<file path="src/rtl/alu_seq_if.sv">
// Request/response bundle for alu_seq: request strobe, operands and opcode in;
// one-cycle result pulse with result, zero flag and divide-by-zero indication out.
interface alu_seq_if #(
   parameter int WIDTH = 16
);
   logic             in_valid;
   logic             in_ready;
   logic [WIDTH-1:0] a;
   logic [WIDTH-1:0] b;
   logic [3:0]       op;
   logic             out_valid;
   logic [WIDTH-1:0] Y;
   logic             flag;
   logic             err;

   modport master (
      output in_valid, a, b, op,
      input  in_ready, out_valid, Y, flag, err
   );

   modport slave (
      input  in_valid, a, b, op,
      output in_ready, out_valid, Y, flag, err
   );
endinterface

</file>
<file path="src/rtl/alu_seq.sv">
// Sequential ALU: logic/arith/shift ops in 1 cycle, MUL/DIV/REM iterate one bit per cycle (WIDTH+1).
// Accepts one request at a time (in_ready low while busy); no output back-pressure, results held until replaced.
module alu_seq #(
   parameter int WIDTH = 16,
   parameter int MD_EN = 1
) (
   input logic      clk,
   input logic      rst,
   alu_seq_if.slave bus
);
   localparam int SHW = $clog2(WIDTH);
   localparam int CW  = $clog2(WIDTH + 1);

   typedef enum logic [1:0] {IDLE, ITER, DONE} state_t;
   typedef enum logic [1:0] {MD_MUL, MD_DIV, MD_REM} md_t;

   state_t           r_state;
   md_t              r_md;
   logic [CW-1:0]    r_cnt;
   logic [WIDTH-1:0] r_x;
   logic [WIDTH-1:0] r_y;
   logic [WIDTH-1:0] r_acc;
   logic [WIDTH-1:0] r_y_out;
   logic             r_flag;
   logic             r_err;
   logic             r_out_valid;
   logic             r_in_ready;

   logic             w_accept;
   logic             w_is_md;
   logic             w_div0;
   logic [WIDTH-1:0] w_y_imm;
   logic             w_err_imm;
   logic [WIDTH:0]   w_sh;
   logic [WIDTH:0]   w_diff;
   logic             w_ge;
   logic [WIDTH-1:0] w_acc_nx;
   logic [WIDTH-1:0] w_x_nx;
   logic [WIDTH-1:0] w_y_nx;
   logic [WIDTH-1:0] w_res;

   assign w_accept = bus.in_valid && r_in_ready;
   assign w_is_md  = (MD_EN != 0) && ((bus.op == 4'd8) || (bus.op == 4'd9) || (bus.op == 4'd10));
   assign w_div0   = w_is_md && (bus.op != 4'd8) && (bus.b == '0);

   always_comb begin
      w_y_imm   = '0;
      w_err_imm = 1'b0;
      case (bus.op)
         4'd0:    w_y_imm = bus.a & bus.b;
         4'd1:    w_y_imm = bus.a | bus.b;
         4'd2:    w_y_imm = bus.a + bus.b;
         4'd3:    w_y_imm = bus.a - bus.b;
         4'd4:    w_y_imm = bus.a ^ bus.b;
         4'd5:    w_y_imm = bus.a << bus.b[SHW-1:0];
         4'd6:    w_y_imm = bus.a >> bus.b[SHW-1:0];
         4'd7:    w_y_imm = {{(WIDTH-1){1'b0}}, ($signed(bus.a) < $signed(bus.b))};
         4'd9: begin
            if (w_div0) begin
               w_y_imm   = '1;
               w_err_imm = 1'b1;
            end
         end
         4'd10: begin
            if (w_div0) begin
               w_y_imm   = bus.a;
               w_err_imm = 1'b1;
            end
         end
         default: w_y_imm = '0;
      endcase
   end

   // MUL: r_x = shifted multiplicand, r_y = shifted multiplier, r_acc = product.
   // DIV/REM: r_x = dividend shifting out / quotient shifting in, r_y = divisor, r_acc = partial remainder.
   always_comb begin
      w_sh     = {r_acc, r_x[WIDTH-1]};
      w_diff   = w_sh - {1'b0, r_y};
      w_ge     = ~w_diff[WIDTH];
      w_acc_nx = r_acc;
      w_x_nx   = r_x;
      w_y_nx   = r_y;
      w_res    = '0;
      if (r_md == MD_MUL) begin
         w_acc_nx = r_acc + (r_y[0] ? r_x : '0);
         w_x_nx   = r_x << 1;
         w_y_nx   = r_y >> 1;
         w_res    = w_acc_nx;
      end else begin
         w_acc_nx = w_ge ? w_diff[WIDTH-1:0] : w_sh[WIDTH-1:0];
         w_x_nx   = {r_x[WIDTH-2:0], w_ge};
         w_res    = (r_md == MD_DIV) ? w_x_nx : w_acc_nx;
      end
   end

   always_ff @(posedge clk or negedge rst) begin
      if (!rst) begin
         r_state     <= IDLE;
         r_md        <= MD_MUL;
         r_cnt       <= '0;
         r_x         <= '0;
         r_y         <= '0;
         r_acc       <= '0;
         r_y_out     <= '0;
         r_flag      <= 1'b1;
         r_err       <= 1'b0;
         r_out_valid <= 1'b0;
         r_in_ready  <= 1'b1;
      end else begin
         case (r_state)
            IDLE: begin
               if (w_accept) begin
                  r_in_ready <= 1'b0;
                  if (w_is_md && !w_div0) begin
                     r_x     <= bus.a;
                     r_y     <= bus.b;
                     r_acc   <= '0;
                     r_cnt   <= CW'(WIDTH);
                     r_md    <= (bus.op == 4'd8) ? MD_MUL : ((bus.op == 4'd9) ? MD_DIV : MD_REM);
                     r_state <= ITER;
                  end else begin
                     r_y_out     <= w_y_imm;
                     r_flag      <= (w_y_imm == '0);
                     r_err       <= w_err_imm;
                     r_out_valid <= 1'b1;
                     r_state     <= DONE;
                  end
               end
            end
            ITER: begin
               r_acc <= w_acc_nx;
               r_x   <= w_x_nx;
               r_y   <= w_y_nx;
               r_cnt <= r_cnt - CW'(1);
               if (r_cnt == CW'(1)) begin
                  r_y_out     <= w_res;
                  r_flag      <= (w_res == '0);
                  r_err       <= 1'b0;
                  r_out_valid <= 1'b1;
                  r_state     <= DONE;
               end
            end
            DONE: begin
               r_out_valid <= 1'b0;
               r_in_ready  <= 1'b1;
               r_state     <= IDLE;
            end
            default: r_state <= IDLE;
         endcase
      end
   end

   assign bus.in_ready  = r_in_ready;
   assign bus.out_valid = r_out_valid;
   assign bus.Y         = r_y_out;
   assign bus.flag      = r_flag;
   assign bus.err       = r_err;
endmodule

</file>
<file path="src/flat_wrapper.sv">
// flat-port wrapper written by rule: the top's interface ports become plain ports
module alu_seq_flat 
#(
   parameter int WIDTH = 16,
   parameter int MD_EN = 1
)
  (clk, rst, bus_in_valid, bus_a, bus_b, bus_op, bus_in_ready, bus_out_valid, bus_Y, bus_flag, bus_err);
  alu_seq_if #(.WIDTH(WIDTH)) bus_i ();
  input logic clk;
  input logic rst;
  input wire logic [$bits(bus_i.in_valid)-1:0] bus_in_valid;
  input wire logic [$bits(bus_i.a)-1:0] bus_a;
  input wire logic [$bits(bus_i.b)-1:0] bus_b;
  input wire logic [$bits(bus_i.op)-1:0] bus_op;
  output wire logic [$bits(bus_i.in_ready)-1:0] bus_in_ready;
  output wire logic [$bits(bus_i.out_valid)-1:0] bus_out_valid;
  output wire logic [$bits(bus_i.Y)-1:0] bus_Y;
  output wire logic [$bits(bus_i.flag)-1:0] bus_flag;
  output wire logic [$bits(bus_i.err)-1:0] bus_err;
  assign bus_i.in_valid = bus_in_valid;
  assign bus_i.a = bus_a;
  assign bus_i.b = bus_b;
  assign bus_i.op = bus_op;
  assign bus_in_ready = bus_i.in_ready;
  assign bus_out_valid = bus_i.out_valid;
  assign bus_Y = bus_i.Y;
  assign bus_flag = bus_i.flag;
  assign bus_err = bus_i.err;
  alu_seq #(.WIDTH(WIDTH), .MD_EN(MD_EN)) u_core (.clk(clk), .rst(rst), .bus(bus_i));
endmodule
</file>
<file path="config.mk">
export PLATFORM = sky130hd
export DESIGN_NAME = alu_seq_flat
export DESIGN_NICKNAME = d
export VERILOG_FILES = /design/src/rtl/alu_seq_if.sv /design/src/rtl/alu_seq.sv /design/src/flat_wrapper.sv
export SDC_FILE = /design/constraint.sdc
export NUM_CORES = 1
export LEC_CHECK = 0
export BUFFER_PORTS_ARGS = -buffer_cell sky130_fd_sc_hd__buf_2
export CAP_MARGIN = 40
export CORE_MARGIN = 5
export CORE_UTILIZATION = 45
export DETAILED_ROUTE_END_ITERATION = 10
export PLACE_DENSITY_LB_ADDON = 0.1
export SLEW_MARGIN = 20
export SYNTH_ARGS = -nofsm -noshare
export SYNTH_HDL_FRONTEND = slang
export SYNTH_SLANG_ARGS = --single-unit
</file>
<file path="constraint.sdc">
create_clock -name clk -period 4.46 [get_ports clk]
set_input_delay 0.223 -clock clk [delete_from_list [all_inputs] [get_ports clk]]
set_output_delay 0.223 -clock clk [all_outputs]
set_load 0.005 [all_outputs]
</file>
# == Yosys cells after proc, flatten, opt, wreduce, memory -nomap -nowiden ==
# Index checks and enable logic that the tools add are counted.
# totals
out_inout_bits,20
inputBits,39
word_cells,115
reg_bits,77
# op_classes
n_shift,2
order_cmp,1
bitwise,4
n_reduce_logical,24
muxes,48
eq_ne,20
add_sub_neg,5
# ops
cell,count
16-bit two-way mux,17
16-bit case mux with 10 select lines,1
16-bit case mux with 2 select lines,4
16-bit logical NOT,3
16-bit adder,2
17-bit by 16-bit subtractor with 17-bit output,1
16-bit AND,1
4-bit by 3-bit == test with 1-bit output (second input constant),4
16-bit less-than comparator,1
16-bit OR,1
16-bit by 4-bit left shift with 16-bit output,1
16-bit by 4-bit >> shifter with 16-bit output,1
16-bit subtractor,1
16-bit bitwise XOR,1
1-bit two-way mux,13
4-bit == test (second input constant),3
4-bit AND reduction,3
2-bit two-way mux,5
5-bit two-way mux,2
5-bit case mux with 2 select lines,1
4-bit by 2-bit == test with 1-bit output (second input constant),2
2-bit by 1-bit inequality test with 1-bit output (second input constant),4
1-bit case mux with 2 select lines,3
3-bit AND reduction,2
other kinds (19),27

# == Longest topological paths before layout ==
# Gate-level depths: netlist of run 1.
# depth
word_depth,11
ltp_mapped,15

# == Worst setup path after synthesis of run 1 ==
# Ideal clock, no wire load.
# synth_path
path_type,flip-flop to flip-flop
start,register u_core.r_x[15]
end,register u_core.r_flag (netlist: u_core.bus.flag)
path_stages_with_launch,15
setup_slack_ns,1.052
arrival_ns,3.322
path_buffers,0
period_less_slack_ns,3.408
setup_time_ns,0.086
path_cell_list,dfrtp_1 > inv_1 > ha_1 > inv_1 > fa_1 > a211oi_1 > o21a_1 > or3_1 > a21boi_2 > nor2_1 > mux2_2 > a2111oi_2 > nand4_1 > o21a_1 > o31ai_2
# synth_between
elab_chain_cells,7
word_cells_on_any_way,10
# synth_rtl
item,line,text
"start, declared",alu_seq.sv:20,logic [WIDTH-1:0] r_x;
"start signal, assigned",alu_seq.sv:115,r_x <= bus.a;
"start signal, assigned",alu_seq.sv:132,r_x <= w_x_nx;
17-bit by 16-bit subtractor with 17-bit output,alu_seq.sv:78,"w_diff = w_sh - {1'b0, r_y};"
16-bit two-way mux or 1-bit NOT (tied branches),"alu_seq.sv:90, alu_seq.sv:79",
16-bit two-way mux,alu_seq.sv:92,w_res = (r_md == MD_DIV) ? w_x_nx : w_acc_nx;
16-bit two-way mux *,alu_seq.sv:84,if (r_md == MD_MUL) begin
16-bit logical NOT *,alu_seq.sv:137,r_flag <= (w_res == '0);
1-bit two-way mux *,alu_seq.sv:135,if (r_cnt == CW'(1)) begin
1-bit case mux with 2 select lines *,alu_seq.sv:110,case (r_state)
"end signal, assigned",alu_seq.sv:123,r_flag <= (w_y_imm == '0);
"end signal, assigned",alu_seq.sv:137,
"end, declared",alu_seq.sv:24,logic r_flag;
# Mark *: on every way between the ends. The rest lies on a longest branch, timed or not. The select of a mux whose other input is x is not followed.
# A chain may end at the register's enable or synchronous reset.

# == Worst setup path after layout of run 1 ==
# Ends and elaborated chain as after synthesis.

==> summary.md, run 1 <==
| Metric | Value |
|---|---|
| Max Freq | `0.255 GHz` |
| CP required | `4.72 ns` |
| Tot Pwr | `6990 uW` |
| Dpl ws | `0.625 ns` |
| Main synth FF type | `dfrtp_1` |
| CTS clk-pin slew, worst paths | `0.06 ns` |
| Cell area after layout | `11200 sq um` |
| Share of flip-flops with an asynchronous set or reset | `1.00` |
| RSZ-0062 raised after global routing | `false` |
| Critical path capture point type | `register` |
| Max-Cap Viols | `0` |
| Antenna violations before repair | `0` |
| Initial core utilization | `0.455` |
| Final setup viols | `0` |
| Final hold violations | `0` |
| Vias in the first global route | `10400` |
| Worst Path Max Fanout | `9` |
| Gpl congestion | `1.04` |
| Post-route ant nets | `0` |
| Syn Inst Count | `1347` |
| Arr. time, crit path | `4.18 ns` |
| Peak VDD IR | `0.000245 V` |
| Share of the synthesized area in the top cell type | `0.183` |
| Clk_skew | `0.0134 ns` |
| Die ar. | `25900 sq um` |
| Final net count | `1499` |
| Pin count of the biggest net entering global routing | `63` |
| Synthesized area per cell | `7.60 sq um` |
| Count of unique library cells instantiated by Yosys | `94` |
| Fin crit period | `3.93 ns` |
| Commonest non-fill, non-tap cell in the layout | `nand2_1` |
| Worst Setup SP | `u_core.r_x[15]` |
| Number of synthesized flops with an enable pin | `0` |
| Die Ht | `161 um` |
| Synth-to-layout area growth | `9.18%` |
| Antenna diode count | `0` |
| Top Ports | `59` |
| Synthesized cell area | `10200 sq um` |
| Fin crit share | `0.880` |
| Most area-hungry cell type in the Yosys netlist | `dfrtp_1` |
| Crit path kind | `reg2reg` |
| Cell Pwr Density | `626 nW/um^2` |
| Final WL | `41900 um` |
| Reg2reg path depth | `14` |
| Synth area leaders | `dfrtp_1 (18%), ha_1 (11%), nand2_1 (5.1%)` |
| Slew @ Worst Pin | `0.845 ns` |
| Layout cells sized above 1 | `0.128` |
| Post-route setup slack | `0.533 ns` |
| Clock Path Buffers | `2` |
| Root buf cell | `clkbuf_16` |
| DPL Wire Length | `32600 um` |
| Slew Viols, Final | `0` |
| Post-synthesis sequential area ratio | `0.189` |
| Post-DP Area | `10800 sq um` |
| Number of clock sinks | `77` |
| Final TNS setup | `0 ns` |
| # rows | `55` |
| Vias per cell | `6.56` |
| Internal reg-to-reg setup slack | `0.53 ns` |
| CTS Buf Count | `9` |
| Post-synth net total | `1480` |
| # DRC | `0` |
| CTS H-tree lvls | `3` |
| Synth Register Bits | `77` |
| CORE AREA | `22500 sq um` |
| Clk_lat worst skew | `0.35 ns` |
| Slew headroom | `0.434` |
| Worst R2R End | `u_core.bus.flag` |
| Die width | `161 um` |
| TritonCTS clock tree | `yes` |
| GRT overflow | `0` |
| CTS-repair resized insts | `0` |
| Setup Fix Bufs, Post-CTS | `0` |
| # port buffers | `58` |
| Critical Path Source Type | `register` |
| DR pass1 iterations | `5` |
| Starting DRT DRC Count | `1177` |
| Tot GR Track Use | `0.316` |
| Wire length per cell | `25.3 um` |
| Leakage | `0.00509 uW` |
| Via count | `10900` |
| CP endpoint | `u_core.bus.flag` |
| Global-route wire length before repair | `63800 um` |
| Worst Hold Class | `in2reg` |
| YS warnings | `0` |
| Most frequent cells in the layout | `nand2_1 (139), nor2_1 (113), a21oi_1 (94)` |
| Hold_sp | `bus_b[14]` |
| Worst r2r src | `u_core.r_x[15]` |
| Status | `completed` |
[critical path: stages, from the launching register on]
cell and delay [ns]:
dfrtp_1 0.38, inv_1 0.11, ha_1 0.18, inv_1 0.06, fa_1 0.42, a211oi_1 0.36
o21a_1 0.25, or3_1 0.16, a21boi_2 0.14, nor2_1 0.55, mux2_2 0.43, a2111oi_2 0.37
nand4_1 0.15, o21a_1 0.21, o31ai_2 0.06
[layer usage]
| layer | wire [um] | up-vias | GRT usage |
|---|---|---|---|
| li1 | - | 5037 | - |
| met1 | 17300 | 5207 | 0.413 |
| met2 | 19400 | 508 | 0.519 |
| met3 | 2890 | 117 | 0.0364 |
| met4 | 2340 | 0 | 0.154 |
| met5 | 0 | - | 0 |
[worst min-delay path by stage]
stage	end	cells after the start	slack (ns)
3_3_place_gp	u_core.bus.Y[4]	2	0.45
2_1_floorplan	u_core.bus.Y[0]	0	-0.07
3_5_place_dp	u_core.r_y[10]	1	0.18
5_1_grt	u_core.r_y[14]	3	0.19
6_report	u_core.r_y[14]	3	0.19
4_1_cts	u_core.r_y[10]	3	0.18
[synth_stat cells (6+ instances only)]
cell type and count:
o2111ai_1 7, and2_1 21, nor3_1 29, mux2i_1 47, a31oi_1 33, a222oi_1 8, buf_1 8, o21ai_0 75
xor2_1 9, a211oi_1 23, a22oi_1 9, o21a_1 12, nand3_1 33, buf_2 14, a21oi_1 95, nand2b_1 10
nor4_1 17, nor2b_1 8, nor2_1 115, a22o_1 6, or4_1 7, a221o_1 6, and3_1 10, nand2_1 139
xnor2_1 19, o211ai_1 9, clkbuf_1 62, mux4_2 13, or3_1 15, o31ai_1 16, inv_1 91, a21o_1 23
nand4_1 19, dfrtp_1 75, a221oi_1 11, o22ai_1 21, mux2_2 18, ha_1 90, o21ai_1 9
[cell type report]
class | instances | area, sq um
Timing Repair Buffer | 95 | 591
Tap cell | 285 | 357
Multi-Input combinational cell | 1089 | 7620
Inverter | 94 | 353
Clock buffer | 10 | 229
Sequential cell | 77 | 1930
Fill cell | 2258 | 11300
Clock inverter | 6 | 93.8
[kinds of logic after synthesis]
group	synth area share
and+or+nand+nor	0.227
AOI/OAI and AO/OA	0.277
buffers and inverters	0.0703
adders and majority gates	0.118
muxes	0.0955
DFF	0.189
xor gates and xnor gates	0.0240
[per-stage QoR]
stage               utilization  hold WS [ns]  cells
floorplan                     -       -0.0726   1347
global placement          0.479         0.447   1634
detailed placement        0.482         0.178   1639
CTS                       0.497         0.177   1656
global route              0.497         0.194   1656
finish                    0.497         0.187   1656
[flip-flops by register name (all words and copies together) (netlist names), 2 cells and up]
name	flops
u_core.r_state	2
u_core.r_md	2
u_core.r_cnt	5
u_core.r_x	16
u_core.r_y	16
u_core.bus.Y	16
u_core.r_acc	16
[power by group]
group	leakage, uW	switching (uW)	internal, uW
clock network	0.000154	328	496
logic	0.00398	3000	1800
registers	0.000955	360	1000
total	0.00509	3690	3300
[repair_timing]
action,in CTS,in global routing
endpoints found under the hold margin,23,0
hold buffers,1,0
endpoints found under the setup margin,0,0
No activity file was read; power rests on OpenSTA's default activity.
==> run 2: changes to the inputs <==
--- a/config.mk
+++ b/config.mk
@@ -5,6 +5,7 @@
 export SDC_FILE = /design/constraint.sdc
 export NUM_CORES = 1
 export LEC_CHECK = 0
+export ABC_AREA = 1
 export BUFFER_PORTS_ARGS = -buffer_cell sky130_fd_sc_hd__buf_2
 export CAP_MARGIN = 40
 export CORE_MARGIN = 5
==> summary.md, run 2 <==
| Metric | Value |
|---|---|
| Slew headroom | `0.433` |
| Initial core utilization | `0.459` |
| Top-count cell post-synth | `nand2_1` |
| Main synth FF type | `dfrtp_1` |
| Cell Pwr Density | `596 nW/um^2` |
| Fin util | `0.496` |
| Global-route wire length before repair | `61400 um` |
| Root buf cell | `clkbuf_16` |
| Arr. time, crit path | `3.60 ns` |
| Via count | `11900` |
| Gpl congestion | `1.05` |
| CORE AREA | `22800 sq um` |
| Post-synth net total | `1911` |
| Pin count of the biggest net entering global routing | `77` |
| Final hold slack | `0.210 ns` |
| Crit path kind | `reg2reg` |
| Post-route ant nets | `0` |
| Synth-to-layout area growth | `7.96%` |
| Status | `completed` |
| # DRC | `0` |
| Post-synthesis sequential area ratio | `0.184` |
| Synthesized area per cell | `5.88 sq um` |
| Starting DRT DRC Count | `1046` |
| Crit-path cells | `ha_1, inv_1, fa_1, nand2_1, nand2_1, nand3_2, nand2_4, nand2_4, nand3_2, nand2_2, nand2_1, nand3_2, nand3_1, nor2_1, nand3_1, nor2_1, nand3_1, a21oi_2` |
| Leakage | `0.00607 uW` |
| Slew @ Worst Pin | `0.847 ns` |
| Syn Inst Count | `1778` |
| CP required | `4.73 ns` |
| Most frequent cells in the layout | `nand2_1 (517), inv_1 (225), nand3_1 (225)` |
| DR pass1 iterations | `6` |
| Die width | `162 um` |
| Critical path's top delay family | `simple AND/OR/NAND/NOR gates` |
| Antenna violations before repair | `0` |
| Slowest CP cell | `dfrtp_1` |
| Die Ht | `162 um` |
| Number of synthesized flops with an enable pin | `0` |
| Most area-hungry cell type in the Yosys netlist | `nand2_1` |
| Critical Path Source Type | `register` |
| Max Freq | `0.300 GHz` |
| Die ar. | `26400 sq um` |
| Max-Cap Viols | `0` |
| Antenna diode count | `0` |
| Cell area after layout | `11300 sq um` |
| Share of the synthesized area in the top cell type | `0.185` |
| Synth area leaders | `nand2_1 (19%), dfrtp_1 (18%), nand3_1 (11%)` |
| YS warnings | `0` |
| TritonCTS clock tree | `yes` |
| GRT overflow | `0` |
| RSZ-0062 raised after global routing | `false` |
| Tot GR Track Use | `0.295` |
| Clk_skew | `0.0113 ns` |
| Critical path capture point type | `register` |
| Share of flip-flops with an asynchronous set or reset | `1.00` |
| Final WL | `39900 um` |
| CTS-repair resized insts | `0` |
| Worst Path Max Fanout | `18` |
| CTS Buf Count | `9` |
| Final TNS setup | `0 ns` |
| Count of unique library cells instantiated by Yosys | `49` |
| Worst Hold Class | `in2reg` |
| CTS H-tree lvls | `3` |
| Top Ports | `59` |
| DPL Wire Length | `32000 um` |
| Wire length per cell | `18.8 um` |
| Buf/Inv on CP | `1` |
| Fin crit period | `3.33 ns` |
| Commonest non-fill, non-tap cell in the layout | `nand2_1` |
| Final hold violations | `0` |
| # rows | `55` |
| Vias per cell | `5.61` |
| CTS clk-pin slew, worst paths | `0.07 ns` |
| Layout cells sized above 1 | `0.0876` |
| Fin crit share | `0.747` |
| Post-synth top cells | `nand2_1 (517), inv_1 (225), nand3_1 (225)` |
| Worst path max stage delay | `0.72 ns` |
| Peak VDD IR | `0.000265 V` |
| Final setup viols | `0` |
| Synthesized cell area | `10500 sq um` |
| Final net count | `1932` |
| Clock Path Buffers | `2` |
| Number of clock sinks | `77` |
| # port buffers | `58` |
| Post-DP Area | `10900 sq um` |
| Slew Viols, Final | `0` |
| Synth Register Bits | `77` |
| Vias in the first global route | `11100` |
| Clk_lat worst skew | `0.34 ns` |
-- run 2: changes by cell type after synthesis, moves of 23 or more --
cell	previous run	this run
nand3_1	33	225
a211oi_1	23	0
mux2i_1	47	0
nand2_1	139	517
clkbuf_1	62	28
a31oi_1	33	1
inv_1	91	225
nand2_2	0	23
nor2_1	115	185
-- run 2: final cells by class --
cell class / instances / area, sq um
inverter: 241 / 910
fill: 2478 / 11500
multi-input combinational: 1398 / 7310
sequential: 77 / 1930
clock buffer: 10 / 239
tap: 313 / 392
timing repair buffer: 72 / 420
clock inverter: 6 / 95.1
-- run 2: per-stage QoR --
stage	power (uW)	setup slack, ns	std cells
after floorplan	4590	1.91	1778
after detailed placement	5840	1.20	2099
after global placement	5800	1.32	2096
after global routing	7340	0.945	2117
final	6730	1.13	2117
after CTS	6690	1.17	2116
-- run 2: repair_timing --
item	in CTS	in global routing
endpoints found under the hold margin	27	0
buffers inserted	0	0
hold buffers	1	0
-- run 2: tightest hold or removal path, stage by stage --
cell      delay [ns]
buf_2           0.12
o211ai_1        0.10
o21ai_1         0.07
-- run 2: where the power goes --
part           internal (uW)  switching (uW)  total [uW]  leakage (uW)
Sequential              1010             314        1320      0.000972
Combinational           1480            3100        4580       0.00494
Clock                    511             313         823      0.000163
-- run 2: kinds of logic after synthesis --
logic type               after synthesis  share of synthesized area
XOR/XNOR                              10                    0.00837
flip-flops                            77                      0.184
AND/OR/NAND/NOR                     1020                      0.424
buffers and inverters                303                      0.118
adder cells (fa/ha/maj)               94                      0.115
AO/OA/AOI/OAI                        274                      0.150
-- run 2: final timing paths --
kind / start / end / slack, ns / cells past startpoint
worst max-delay path: u_core.r_y[0] / u_core.bus.flag / 1.13 / 18
worst min-delay path: bus_b[14] / u_core.r_y[14] / 0.21 / 3
worst max register to register: u_core.r_y[0] / u_core.bus.flag / 1.13 / 18
worst min register to register: u_core.bus.out_valid / u_core.bus.out_valid / 0.48 / 2
max in group asynchronous: rst / u_core.bus.in_ready / 3.33 / 4
min in group asynchronous: rst / u_core.r_y[12] / 0.24 / 2
-- run 2: routing by layer --
metal  vias up  wire [um]  global-route usage
met5         -          0                   0
met4         0       1950               0.132
met3       105       2480              0.0329
met2       467      18800               0.500
met1      5492      16700               0.377
li1       5805          -                   -
==> run 3: changes to the inputs <==
==> constraint.sdc (replaced) <==
create_clock -name clk -period 3.4 [get_ports clk]
set_input_delay 0.17 -clock clk [delete_from_list [all_inputs] [get_ports clk]]
set_output_delay 0.17 -clock clk [all_outputs]
set_load 0.005 [all_outputs]
==> summary.md, run 3 (synthesis results as in run 2) <==
| Metric | Value |
|---|---|
| Fin crit period | `3.18 ns` |
| M2 GR Usage | `0.521` |
| Final hold violations | `0` |
| Slew Viols, Final | `0` |
| Clock power frac | `0.111` |
| Fin crit share | `0.935` |
| Cell area after layout | `11400 sq um` |
| Worst Path Max Fanout | `13` |
| Int Power | `3900 uW` |
| Footprint of the multi-input gates | `7310 sq um` |
| Tot GR Track Use | `0.313` |
| Post-route ant nets | `0` |
| Wire length per cell | `19.7 um` |
| Top Ports | `59` |
| CP required | `3.67 ns` |
| GRT overflow | `0` |
| Clk_skew | `0.0109 ns` |
| Crit path kind | `reg2reg` |
| Leakage | `0.00615 uW` |
| CTS H-tree lvls | `3` |
| Final WL | `42000 um` |
| CTS Buf Count | `9` |
| Register area | `1930 sq um` |
| Busiest grt layer | `met2` |
| Clock Path Buffers | `2` |
| Cell mode on critical path | `nand2_1` |
| CORE AREA | `22800 sq um` |
| Post-DP Area | `11100 sq um` |
| Vias per cell | `5.62` |
| Die Ht | `162 um` |
| # rows | `55` |
| Cell Pwr Density | `778 nW/um^2` |
| Critical Path Source Type | `register` |
| TritonCTS clock tree | `yes` |
| # DRC | `0` |
| Vias in the first global route | `11300` |
| Combinational Power Share | `0.697` |
| Worst path max stage delay | `0.61 ns` |
| Initial core utilization | `0.459` |
| Peak VDD IR | `0.000323 V` |
| Worst Setup SP | `u_core.r_y[0]` |
| Max-Cap Viols | `0` |
| CTS-repair resized insts | `0` |
| Most frequent cells in the layout | `nand2_1 (517), inv_1 (225), nand3_1 (225)` |
| Switching power | `4990 uW` |
| Final TNS setup | `0 ns` |
| DPL Wire Length | `34100 um` |
| DR pass1 iterations | `5` |
| Status | `completed` |
| Arr. time, crit path | `3.45 ns` |
| Crit-path cells | `ha_1, inv_1, fa_1, nand2_1, nand2_1, nand3_2, nand2_4, nand2_4, nand3_2, nand2_2, nand2_1, nand3_1, nand2_1, inv_1, nand2_1, nor2_1, nand2_1, nor2_1, nand3_1, a21oi_2` |
| Seq pwr share | `0.192` |
| GR Util met1 | `0.402` |
| Gpl congestion | `0.953` |
| Slew headroom | `0.519` |
| Slowest CP cell | `dfrtp_1` |
| Die ar. | `26400 sq um` |
| # port buffers | `58` |
| RSZ-0062 raised after global routing | `false` |
| Final setup viols | `0` |
| Pin count of the biggest net entering global routing | `72` |
| Hold_sp | `bus_b[13]` |
| Starting DRT DRC Count | `1172` |
| Layout cells sized above 1 | `0.0976` |
| Sw frac | `0.561` |
| Critical path capture point type | `register` |
| Number of clock sinks | `77` |
| Clk_lat worst skew | `0.34 ns` |
| Worst Hold Class | `in2reg` |
| Max Freq | `0.315 GHz` |
| Slew @ Worst Pin | `0.721 ns` |
| Synth-to-layout area growth | `9.12%` |
| Antenna diode count | `0` |
| Via count | `12000` |
| Commonest non-fill, non-tap cell in the layout | `nand2_1` |
| Antenna violations before repair | `0` |
| Final net count | `1953` |
| Die width | `162 um` |
| Global-route wire length before repair | `64400 um` |
| CTS clk-pin slew, worst paths | `0.06 ns` |
| Met3 usage | `0.0276` |
| Layout fillers | `2504` |
| Root buf cell | `clkbuf_16` |
| Worst r2r src | `u_core.r_y[0]` |
[run 3: changes by cell type in the layout (fill, tap and decap cells not counted), sizes merged]
cell      change
buf          +21
clkinv        -2
clkinvlp      +2
bufinv        -1
[run 3: power groups by stage]
stage,Combinational [uW],Clock (uW),Sequential [uW]
4_1_cts,6130,997,1690
2_1_floorplan,4470,0,1550
3_3_place_gp,6090,0,1700
3_5_place_dp,6080,0,1710
6_report,6200,986,1700
5_1_grt,6870,1040,1740
[run 3: per-stage QoR]
step | util | setup slack [ns] | total power (uW) | instances | hold WS (ns)
after CTS | 0.501 | 0.296 | 8820 | 2136 | 0.157
after floorplan | - | 0.853 | 6020 | 1778 | -0.126
after global placement | 0.486 | 0.421 | 7790 | 2118 | 0.403
after global routing | 0.501 | 0.00225 | 9650 | 2137 | 0.187
final | 0.501 | 0.222 | 8880 | 2137 | 0.161
after detailed placement | 0.487 | 0.319 | 7790 | 2120 | 0.152
[run 3: layout make-up]
class	count	share of cell area
tap	313	0.0343
clock inverter	5	0.00515
clock buffer	10	0.0209
multi-input combinational	1398	0.640
timing repair buffer	93	0.0506
inverter	241	0.0797
sequential	77	0.169
[run 3: timing repair]
item,in CTS,in global routing
setup buffers,0,0
endpoints found under the hold margin,30,0
hold buffers,1,0
[run 3: worst paths after layout]
path / end / slack [ns] / depth (start not counted)
worst max register to register: u_core.bus.flag / 0.22 / 20
worst min register to register: u_core.bus.out_valid / 0.48 / 2
worst max-delay path: u_core.bus.flag / 0.22 / 20
min in group asynchronous: u_core.r_y[13] / 0.33 / 2
worst min-delay path: u_core.r_y[13] / 0.16 / 3
max in group asynchronous: u_core.bus.flag / 2.43 / 3
[run 3: critical path: cells and delay by family, from the launching register on]
family / cells / cell delay (ns)
DFF: 1 / 0.61
AOI/OAI and AO/OA: 1 / 0.12
adders and majority gates: 2 / 0.63
and+or+nand+nor: 15 / 1.62
buffers and inverters: 2 / 0.11
[run 3: routing by layer]
layer / vias up / wire, um
li1: 5847 / -
met1: 5526 / 17300
met2: 511 / 19500
met3: 120 / 2680
met4: 0 / 2480
met5: - / 0
